**config.mk**
```make
export PLATFORM = sky130hd
export DESIGN_NAME = param_stream_demux_reg
export DESIGN_NICKNAME = d
export VERILOG_FILES = /design/src/rtl/param_stream_demux_reg.sv
export SDC_FILE = /design/constraint.sdc
export NUM_CORES = 1
export LEC_CHECK = 0
export BUFFER_PORTS_ARGS = -buffer_cell sky130_fd_sc_hd__buf_4
export CORE_ASPECT_RATIO = 2
export CORE_UTILIZATION = 50
export CTS_BUF_LIST = sky130_fd_sc_hd__clkbuf_8 sky130_fd_sc_hd__clkbuf_16
export CTS_CLUSTER_SIZE = 25
export DETAILED_ROUTE_END_ITERATION = 10
export HOLD_SLACK_MARGIN = 0.02
export PLACE_DENSITY = 0.88
export SLEW_MARGIN = 20
export SYNTH_ARGS = -nofsm -noshare
export SYNTH_HDL_FRONTEND = slang
export SYNTH_SLANG_ARGS = --single-unit
```
**constraint.sdc**
```tcl
create_clock -name clk -period 2.8 [get_ports clk]
set_input_delay 0.42 -clock clk [delete_from_list [all_inputs] [get_ports clk]]
set_output_delay 0.42 -clock clk [all_outputs]
set_load 0.02 [all_outputs]
```
**src/rtl/param_stream_demux_reg.sv**
```systemverilog
// param_stream_demux_reg
// Registered 1-to-N stream demultiplexer. Each output channel owns one
// holding slot with its own valid/ready handshake, so consumers can stall
// independently. A broadcast word loads every slot at once. A unicast word
// whose select names no existing channel is swallowed and raises a sticky
// sel_err flag.
module param_stream_demux_reg #(
   parameter int WIDTH   = 8,
   parameter int NUM_OUT = 4,
   parameter int SEL_W   = 2
) (
   input  logic                     clk,
   input  logic                     reset,
   input  logic                     in_valid,
   output logic                     in_ready,
   input  logic [WIDTH-1:0]         in_data,
   input  logic [SEL_W-1:0]         in_sel,
   input  logic                     in_bcast,
   output logic [NUM_OUT-1:0]       out_valid,
   input  logic [NUM_OUT-1:0]       out_ready,
   output logic [NUM_OUT*WIDTH-1:0] out_data,
   output logic                     sel_err
);

   logic [NUM_OUT-1:0] slot_valid_q, slot_valid_d;
   logic [WIDTH-1:0]   slot_data_q [NUM_OUT];
   logic [WIDTH-1:0]   slot_data_d [NUM_OUT];
   logic               sel_err_q, sel_err_d;

   logic [NUM_OUT-1:0] drain;
   logic [NUM_OUT-1:0] free;
   logic [NUM_OUT-1:0] load;
   logic               sel_in_range;
   logic               accept;

   // Slot occupancy: a slot is free if empty or being drained this cycle,
   // which lets a stalled-then-released consumer accept back-to-back words.
   always_comb begin
      drain = slot_valid_q & out_ready;
      free  = ~slot_valid_q | drain;
   end

   // Compare in one extra bit so NUM_OUT == 2**SEL_W does not wrap to zero.
   always_comb begin
      sel_in_range = ({1'b0, in_sel} < (SEL_W+1)'(NUM_OUT));
   end

   // Producer readiness; deliberately independent of in_valid.
   always_comb begin
      in_ready = 1'b1;
      if (in_bcast) begin
         in_ready = &free;
      end else if (sel_in_range) begin
         for (int k = 0; k < NUM_OUT; k++) begin
            if (in_sel == SEL_W'(k)) begin
               in_ready = free[k];
            end
         end
      end
   end

   // Which slots take the incoming word; an out-of-range select matches none.
   always_comb begin
      accept = in_valid & in_ready;
      load   = '0;
      for (int k = 0; k < NUM_OUT; k++) begin
         load[k] = accept & (in_bcast | (in_sel == SEL_W'(k)));
      end
   end

   // Next slot state: load has priority over drain on the same slot.
   always_comb begin
      slot_valid_d = slot_valid_q;
      for (int k = 0; k < NUM_OUT; k++) begin
         slot_valid_d[k] = load[k] | (slot_valid_q[k] & ~drain[k]);
         slot_data_d[k]  = load[k] ? in_data : slot_data_q[k];
      end
   end

   // Sticky error: a discarded unicast word with a nonexistent target.
   always_comb begin
      sel_err_d = sel_err_q | (accept & ~in_bcast & ~sel_in_range);
   end

   // State registers; reset empties every slot and clears the error flag.
   always_ff @(posedge clk or posedge reset) begin
      if (reset) begin
         slot_valid_q <= '0;
         sel_err_q    <= 1'b0;
         for (int k = 0; k < NUM_OUT; k++) begin
            slot_data_q[k] <= '0;
         end
      end else begin
         slot_valid_q <= slot_valid_d;
         sel_err_q    <= sel_err_d;
         for (int k = 0; k < NUM_OUT; k++) begin
            slot_data_q[k] <= slot_data_d[k];
         end
      end
   end

   // Outputs come straight from the slot registers.
   always_comb begin
      out_valid = slot_valid_q;
      sel_err   = sel_err_q;
      out_data  = '0;
      for (int k = 0; k < NUM_OUT; k++) begin
         out_data[k*WIDTH +: WIDTH] = slot_data_q[k];
      end
   end

endmodule

```
==> run_results.csv, run 1 <==
group,metric,value,unit
floorplan,die_w,40.4,um
setup_path,cp.required,2380,ps
global_route,grt_pass1_wl,5.24,mm
yosys,ys_async_sr_fraction,100,%
outcome,status,"finished clean",
pwr,internal-power,1.19,mW
yosys,syn_avg_cell_area,14.9,um^2
cts,clk_path_buf_depth,2,
floorplan,ios,56,
setup_path,critPathMaxStageDelay,470,ps
sta,layout_min_cycle_time,2130,ps
routing,drtIter0Drc,27,
global_route,grtUsageTotal,24.9,%
cells_and_area,antenna_cells,0,
routing,post_drt_via_cell_ratio,5.50,
yosys,synth-edff-count,0,
setup_path,worstSetupPathType,"flop to output port",
setup_path,rr_worst_depth,4,
cells_and_area,drive_above_1_share,63.7,%
cts,hold_buffers,0,
sta,fin_skew,6.63,ps
cells_and_area,final_cell_mix,"buf_4, dfrtp_1, mux2_2",
setup_path,worstReg2RegStart,"out_valid[1]$_DFF_PP0_",
pwr,power_per_cell_area,897,nW/um^2
cts,root_buffer,"clkbuf_8",
setup_path,r2r-end,"out_data[31]$_DFFE_PP0P_",
setup_path,slowest_stage,"a32oi_2",
global_route,grt_max_degree,21,
cells_and_area,final_common_cell,"buf_4",
floorplan,core,2770,um^2
yosys,ys_types,22,
setup_path,cp-startpoint,"out_valid[1]$_DFF_PP0_",
cts,cts_resized,0,
setup_path,critical_path.endpoint_type,"output port",
pwr,swShare,33.9,%
sta,finalCritPeriodShare,76.1,%
global_route,grt-ovfl-total,0,
cts,clk_latency,290,ps
sta,fmax,0.469,GHz
pwr,p_seq_share,41.7,%
yosys,synthesis.nets,117,
global_route,antenna_found_initial,0,
yosys,ys_seq_area_share,61.2,%
cts,cts_max_level,2,
yosys,ys_ff_latch,36,
pwr,clkPwrFrac,20.7,%
cts,cts_tree,"yes",
pwr,p_leak,0.962,nW
setup_path,cp.arrival,1710,ps
cts,cts_inserted_buffers,5,
place,dp.cells,181,
yosys,yosysWarningCount,0,
floorplan,die_h,78.7,um
place,gp_congestion,0.683,
sta,worst_pin_slew,722,ps
cts,numClockSinks,36,
cells_and_area,fin_cells,189,
yosys,synth_flop_cell,"dfrtp_1",
place,place_hpwl,2.55,mm
sta,setup_viol,0,
place,io_buffers,54,
yosys,syn-instance-count,99,
routing,post-route-drc-count,0,
setup_path,cp-start-kind,"flop",
sta,setup_tns,0,ps
pwr,ir_drop,530,uV
floorplan,dieArea,3180,um^2
setup_path,crit_chain,"and2b_1, o21ai_0, a32oi_2, inv_1, buf_4",
sta,max-slew-margin-rel,51.8,%
cells_and_area,nNetsFinal,177,
routing,post_drt_wl_per_cell,18.2,um
sta,hold_viol,0,
place,place_area,1910,um^2
setup_path,r2r_setup_slack,760,ps
cells_and_area,post-route-cell-area,2000,um^2
job,drv_cap,0,
routing,num_vias,1039,
routing,drtPass1Iterations,4,
cts,cts_setup_buffers,0,
worst_hold_path,holdCritPathClass,"input port to asynchronous set/reset pin",
floorplan,core.rowCount,27,
routing,ant_nets,0,
routing,drt-total-wl,3.44,mm
cells_and_area,area_growth,36.0,%
sta,maxSlewViolCount,0,
floorplan,initial_core_util,53.1,%
sta,rsz0062_at_grt,"false",
yosys,syn-cell-area,1470,um^2
global_route,grt_pass1_vias,1098,
pwr,switchingPower,0.608,mW
cts,path_clk_slew,70,ps
setup_path,path_max_fanout,4,
pwr,pwr-share-comb,37.6,%
-- state kept, by name (all words and copies together) (netlist names) --
register / cells
out_data: 32
out_valid: 4
-- layout make-up --
class | count | area [um^2]
multi-input cells | 57 | 543
inverters | 4 | 15.0
well taps | 29 | 36.3
fillers | 198 | 769
flip-flops and latches | 36 | 901
clock buffers | 6 | 82.6
repair buffers | 55 | 413
clock inverters | 2 | 10.0
-- worst max path at each step --
stage,cells after the start,to,slack (ps)
finish,5,in_ready,670
global route,5,in_ready,590
CTS,5,in_ready,670
detailed placement,5,out_data[31]$_DFFE_PP0P_,670
global placement,5,out_data[30]$_DFFE_PP0P_,770
floorplan,5,out_data[10]$_DFFE_PP0P_,990
-- metrics by stage --
step | total power, mW | setup slack, ps | utilization, % | hold slack (ps)
2_1_floorplan | 1.12 | 992 | - | 555
3_3_place_gp | 1.41 | 766 | 68.9 | 479
3_5_place_dp | 1.44 | 667 | 68.9 | 490
4_1_cts | 1.81 | 668 | 72.2 | 274
5_1_grt | 1.88 | 590 | 72.2 | 312
6_report | 1.79 | 670 | 72.2 | 252
-- cells by family (layout without fill, tap and decap cells) --
| kind of cell | count (synthesis) | count (layout) | synth area share (%) |
|---|---|---|---|
| flip-flops | 36 | 36 | 61.2 |
| other | 1 | 1 | 0.255 |
| buffers and inverters | 6 | 67 | 1.87 |
| AND/OR/NAND/NOR | 15 | 15 | 7.57 |
| AO/OA/AOI/OAI | 9 | 9 | 4.59 |
| multiplexers | 32 | 32 | 24.5 |
-- power by group through the flow --
stage	clock network [mW]	registers [mW]	logic, mW
after detailed placement	0	0.759	0.678
after global routing	0.403	0.767	0.710
after floorplan	0	0.923	0.195
after CTS	0.381	0.750	0.680
final	0.371	0.749	0.675
after global placement	0	0.749	0.659
-- layer usage --
metal	global-route usage [%]	share of wire (%)
met5	0	0
met4	13.7	3.1
met3	5.59	4.7
met2	41.4	57
met1	26.9	35
-- critical path, delay by kind of cell (launching register included) --
kind / cells / cell delay, ps
and+or+nand+nor: 1 / 220
buffers and inverters: 2 / 250
AOI/OAI and AO/OA: 2 / 600
DFF: 1 / 350
-- synth_stat cells, types with 3 or more instances --
library cell / n / area share, %
nor2_4: 3 / 2.3
dfrtp_1: 36 / 61
mux2_2: 31 / 24
inv_1: 4 / 1.0
o21ai_0: 4 / 1.4
or2_2: 3 / 1.3
and2b_1: 3 / 1.5
Note: power is estimated with default switching activity, not from simulation.
==> run 2, diff against run 1 <==
--- a/config.mk
+++ b/config.mk
@@ -7,12 +7,12 @@
 export LEC_CHECK = 0
 export BUFFER_PORTS_ARGS = -buffer_cell sky130_fd_sc_hd__buf_4
 export CORE_ASPECT_RATIO = 2
-export CORE_UTILIZATION = 50
+export CORE_UTILIZATION = 48
 export CTS_BUF_LIST = sky130_fd_sc_hd__clkbuf_8 sky130_fd_sc_hd__clkbuf_16
 export CTS_CLUSTER_SIZE = 25
 export DETAILED_ROUTE_END_ITERATION = 10
 export HOLD_SLACK_MARGIN = 0.02
-export PLACE_DENSITY = 0.88
+export PLACE_DENSITY = 0.85
 export SLEW_MARGIN = 20
 export SYNTH_ARGS = -nofsm -noshare
 export SYNTH_HDL_FRONTEND = slang
==> constraint.sdc (replaced) <==
create_clock -name clk -period 2.1 [get_ports clk]
set_input_delay 0.315 -clock clk [delete_from_list [all_inputs] [get_ports clk]]
set_output_delay 0.315 -clock clk [all_outputs]
set_load 0.02 [all_outputs]
==> run 2 against run 1 <==
  * Utilization down 1.1 points
  * Combinational power grew 35%
  * Sequential cell count did not move
  * Via count down 1.4%
  * Non-clock buffer count grew 1
  * Largest power group unchanged
  * Critical path type unchanged
  * Critical endpoint unchanged
  * Register-to-register slack got worse by 610 ps
  * Cell count up 1.1%
==> run_results.csv, run 2 (synthesis gave the netlist of run 1 again) <==
group,metric,value,unit
cts,root_buffer,"clkbuf_8",
pwr,swShare,30.0,%
pwr,clkPwrFrac,30.5,%
sta,hold_viol,0,
cells_and_area,post-route-cell-area,2090,um^2
routing,drtPass1Iterations,4,
cells_and_area,nNetsFinal,178,
place,io_buffers,54,
setup_path,worst-path-buf-inv,2,
setup_path,cp.required,1780,ps
floorplan,core,2940,um^2
routing,num_vias,1024,
cts,cts_max_level,2,
pwr,p_seq_share,36.4,%
cells_and_area,final_cell_mix,"buf_4, dfrtp_1, mux2_2",
job,drv_cap,0,
cts,clk_path_buf_depth,2,
sta,rsz0062_at_grt,"false",
floorplan,ios,56,
cells_and_area,area_growth,42.3,%
cells_and_area,largest_reg_flops,32,
routing,post_drt_wl_per_cell,17.3,um
cells_and_area,drive_above_1_share,65.2,%
cells_and_area,antenna_cells,0,
cts,path_clk_slew,70,ps
outcome,status,"finished clean",
setup_path,slowest_stage,"dfrtp_1",
cells_and_area,fin_cells,191,
routing,post-route-drc-count,0,
sta,layout_min_cycle_time,2010,ps
place,gp_congestion,0.716,
routing,drtIter0Drc,20,
global_route,grt_pass1_wl,4.92,mm
floorplan,die_h,80.3,um
floorplan,initial_core_util,50.0,%
cts,hold_buffers,0,
global_route,grtUsageTotal,23.3,%
global_route,antenna_found_initial,0,
cts,cts_tree,"yes",
global_route,grt_max_degree,37,
floorplan,die_w,41.2,um
place,place_hpwl,2.42,mm
sta,setup_viol,0,
worst_hold_path,holdCritPathClass,"input port to asynchronous set/reset pin",
pwr,pwr-share-comb,33.1,%
cells_and_area,fillers,215,
routing,ant_nets,0,
setup_path,path_max_fanout,4,
pwr,power,2.75,mW
setup_path,critPathMaxStageDelay,380,ps
global_route,use_met1,22.6,%
cts,clk_latency,290,ps
sta,hold_ws,115,ps
sta,fin_skew,7.94,ps
sta,setup_tns,0,ps
setup_path,crit_family,"compound AO/OA/AOI/OAI gates",
cts,cts_inserted_buffers,5,
place,place_area,1920,um^2
setup_path,critical_path.endpoint_type,"output port",
pwr,power_per_cell_area,1310,nW/um^2
cts,numClockSinks,36,
sta,finalCritPeriodShare,95.5,%
global_route,grtUsageMet2,40.6,%
setup_path,worstSetupPathType,"flop to output port",
place,dp.cells,183,
cts,cts_resized,0,
routing,post_drt_via_cell_ratio,5.36,
pwr,switchingPower,0.823,mW
global_route,grt_pass1_vias,1011,
pwr,p_leak,0.996,nW
setup_path,crit_chain,"and2b_2, a22oi_1, a32oi_4, inv_1, buf_4",
pwr,ir_drop,1180,uV
cells_and_area,final_common_cell,"buf_4",
global_route,top_usage_layer,"met2",
routing,drt-total-wl,3.30,mm
global_route,use_met3,7.46,%
setup_path,cp.arrival,1690,ps
cts,cts_setup_buffers,0,
global_route,grt-ovfl-total,0,
floorplan,dieArea,3300,um^2
pwr,internal-power,1.92,mW
floorplan,core.rowCount,28,
setup_path,cp-start-kind,"flop",
sta,fmax,0.499,GHz
sta,maxSlewViolCount,0,
[run 2: changes by cell type in the layout (fill, tap and decap cells not counted), sizes merged]
| cell | before | now |
|---|---|---|
| bufinv | 0 | 3 |
| clkinv | 2 | 0 |
| buf | 55 | 56 |
| clkbuf | 6 | 5 |
[run 2: cell type report]
class	count	area, um^2	area share, %
Sequential cell	36	901	43.0
Multi-Input combinational cell	57	561	26.8
Timing Repair Buffer	56	420	20.1
Clock inverter	3	90.1	4.30
Clock buffer	5	68.8	3.29
Tap cell	30	37.5	1.79
Inverter	4	15.0	0.717
[run 2: power groups by stage]
| stage | clock network (mW) | logic (mW) | registers [mW] |
|---|---|---|---|
| after detailed placement | 0 | 0.902 | 1.01 |
| after floorplan | 0 | 0.260 | 1.23 |
| after CTS | 0.848 | 0.906 | 1.00 |
| after global placement | 0 | 0.882 | 1.00 |
| after global routing | 0.882 | 0.963 | 1.03 |
| final | 0.837 | 0.908 | 1.00 |
[run 2: final timing paths]
| path | startpoint | slack (ps) | cells after the start | endpoint |
|---|---|---|---|---|
| setup / recovery | out_valid[0]$_DFF_PP0_ | 90 | 5 | in_ready |
| hold / removal | reset | 120 | 3 | out_data[19]$_DFFE_PP0P_ |
| setup reg to reg | out_valid[0]$_DFF_PP0_ | 150 | 5 | out_data[8]$_DFFE_PP0P_ |
| hold reg to reg | out_data[15]$_DFFE_PP0P_ | 510 | 1 | out_data[15]$_DFFE_PP0P_ |
| max in group asynchronous | reset | 1680 | 3 | out_data[8]$_DFFE_PP0P_ |
| min in group clk | in_data[7] | 270 | 2 | out_data[15]$_DFFE_PP0P_ |
[run 2: worst min-delay path: cells and delay by family]
family	cells	cell delay, ps
buffers and inverters	3	530
[run 2: metrics by stage]
| step | worst slack, ps | util [%] |
|---|---|---|
| after floorplan | 292 | - |
| after global placement | 210 | 65.1 |
| after detailed placement | 62.2 | 65.1 |
| after CTS | 40.3 | 70.5 |
| after global routing | 12.3 | 71.1 |
| final | 94.0 | 71.1 |
[run 2: routing by layer]
metal,up-vias,share of wire [%]
met1,524,34
met2,30,60
li1,464,-
met5,-,0
met4,0,2.3
met3,6,4.0
==> run 3, diff against run 2 <==
--- a/config.mk
+++ b/config.mk
@@ -5,14 +5,14 @@
 export SDC_FILE = /design/constraint.sdc
 export NUM_CORES = 1
 export LEC_CHECK = 0
-export BUFFER_PORTS_ARGS = -buffer_cell sky130_fd_sc_hd__buf_4
 export CORE_ASPECT_RATIO = 2
-export CORE_UTILIZATION = 48
+export CORE_UTILIZATION = 50
 export CTS_BUF_LIST = sky130_fd_sc_hd__clkbuf_8 sky130_fd_sc_hd__clkbuf_16
 export CTS_CLUSTER_SIZE = 25
 export DETAILED_ROUTE_END_ITERATION = 10
+export DONT_BUFFER_PORTS = 1
 export HOLD_SLACK_MARGIN = 0.02
-export PLACE_DENSITY = 0.85
+export PLACE_DENSITY = 0.72
 export SLEW_MARGIN = 20
 export SYNTH_ARGS = -nofsm -noshare
 export SYNTH_HDL_FRONTEND = slang
==> run 3 against run 2 <==
  * Count of clock-buffer cells in the layout is 2 higher
  * Routed wire length decreased by 13%
  * Clock skew is 2.0 ps lower
  * Total power down 24%
  * Non-clock buffer count decreased by 51
  * Critical path type is now flop to flop
==> run_results.csv, run 3 (synthesis gave the netlist of run 1 again) <==
group,metric,value,unit
routing,post_drt_via_cell_ratio,5.93,
setup_path,cp.required,2270,ps
global_route,grt_pass1_wl,4.43,mm
sta,layout_min_cycle_time,1970,ps
global_route,antenna_found_initial,0,
pwr,power,2.09,mW
floorplan,dieArea,3180,um^2
global_route,grt-ovfl-total,0,
setup_path,cp-start-kind,"flop",
sta,setup_viol,0,
sta,fmax,0.507,GHz
cells_and_area,largest_reg_flops,32,
cells_and_area,final_common_cell,"dfrtp_1",
cts,cts_max_level,2,
worst_hold_path,holdCritPathClass,"input port to asynchronous set/reset pin",
cts,clk_latency,280,ps
cts,cts_tree,"yes",
setup_path,path_max_fanout,9,
outcome,status,"finished clean",
place,io_buffers,0,
setup_path,cp.arrival,2140,ps
setup_path,worstSetupPathType,"flop to flop",
routing,post_drt_wl_per_cell,20.7,um
floorplan,core,2770,um^2
global_route,grt_max_degree,37,
sta,maxSlewViolCount,0,
cells_and_area,nNetsFinal,127,
cts,numClockSinks,36,
floorplan,core.rowCount,27,
pwr,ir_drop,654,uV
sta,setup_tns,0,ps
routing,drtPass1Iterations,2,
job,drv_cap,0,
pwr,p_leak,0.720,nW
cells_and_area,antenna_cells,0,
cells_and_area,fillers,237,
global_route,grt_pass1_vias,893,
pwr,power_per_cell_area,1280,nW/um^2
place,gp_congestion,0.619,
cts,cts_setup_buffers,0,
routing,drt-total-wl,2.86,mm
sta,finalCritPeriodShare,93.9,%
floorplan,die_h,78.7,um
global_route,grtUsageTotal,21.0,%
sta,rsz0062_at_grt,"false",
cells_and_area,drive_above_1_share,46.8,%
routing,ant_nets,0,
cts,path_clk_slew,70,ps
cells_and_area,final_cell_mix,"dfrtp_1, mux2_2, clkbuf_8",
floorplan,initial_core_util,53.1,%
floorplan,die_w,40.4,um
sta,fin_skew,5.97,ps
cts,clk_path_buf_depth,2,
cts,cts_inserted_buffers,5,
routing,post-route-drc-count,0,
sta,hold_viol,0,
cells_and_area,area_growth,10.7,%
cts,cts_resized,0,
routing,drtIter0Drc,9,
floorplan,ios,56,
cts,root_buffer,"clkbuf_8",
place,place_hpwl,2.09,mm
cts,hold_buffers,0,
routing,num_vias,819,
setup_path,critical_path.endpoint_type,"flop",
run 3: metal layers:
metal  wire length (um)  share of wire (%)  track usage [%]
met1               1010                 35             22.4
met2               1570                 55             32.5
met3                183                6.4             8.38
met4                 90                3.1             12.3
met5                  0                  0                0
run 3: per-stage QoR:
| step | setup WS [ps] | std cells | hold slack (ps) | cell area, um^2 | util, % |
|---|---|---|---|---|---|
| 6_report | 128 | 138 | 23.7 | 1630 | 58.8 |
| 5_1_grt | 3.72 | 138 | 57.5 | 1630 | 58.8 |
| 4_1_cts | 128 | 138 | 31.1 | 1630 | 58.8 |
| 3_5_place_dp | 137 | 131 | 342 | 1530 | 55.3 |
| 3_3_place_gp | 250 | 131 | 326 | 1530 | 55.3 |
| 2_1_floorplan | 292 | 99 | 450 | 1470 | - |
run 3: report_power, final:
group / internal, mW / total [mW] / switching (mW)
Combinational: 0.187 / 0.326 / 0.138
Clock: 0.292 / 0.512 / 0.221
Sequential: 0.885 / 1.25 / 0.365
Total: 1.36 / 2.09 / 0.724
run 3: final timing paths:
path / start / to / slack (ps) / cells after the start
max: out_valid[1]$_DFF_PP0_ / out_data[14]$_DFFE_PP0P_ / 130 / 5
min: reset / out_valid[0]$_DFF_PP0_ / 20 / 2
max reg2reg: out_valid[1]$_DFF_PP0_ / out_data[14]$_DFFE_PP0P_ / 130 / 5
min reg2reg: out_valid[3]$_DFF_PP0_ / out_valid[3]$_DFF_PP0_ / 650 / 1
max in group asynchronous: reset / out_data[29]$_DFFE_PP0P_ / 1760 / 2
min in group clk: in_data[7] / out_data[15]$_DFFE_PP0P_ / 170 / 1
run 3: final cells by class:
class / instances / area [um^2] / share of cell area (%)
clock buffers: 7 / 96.3 / 5.91
repair buffers: 5 / 37.5 / 2.30
well taps: 29 / 36.3 / 2.23
flip-flops and latches: 36 / 901 / 55.3
multi-input cells: 57 / 543 / 33.3
inverters: 4 / 15.0 / 0.922
run 3: worst max-delay path, stage by stage, from the launching register on:
cell	delay, ps
dfrtp_1	380
and2b_1	210
o31ai_1	340
a32oi_2	200
nor2_4	350
mux2_2	380
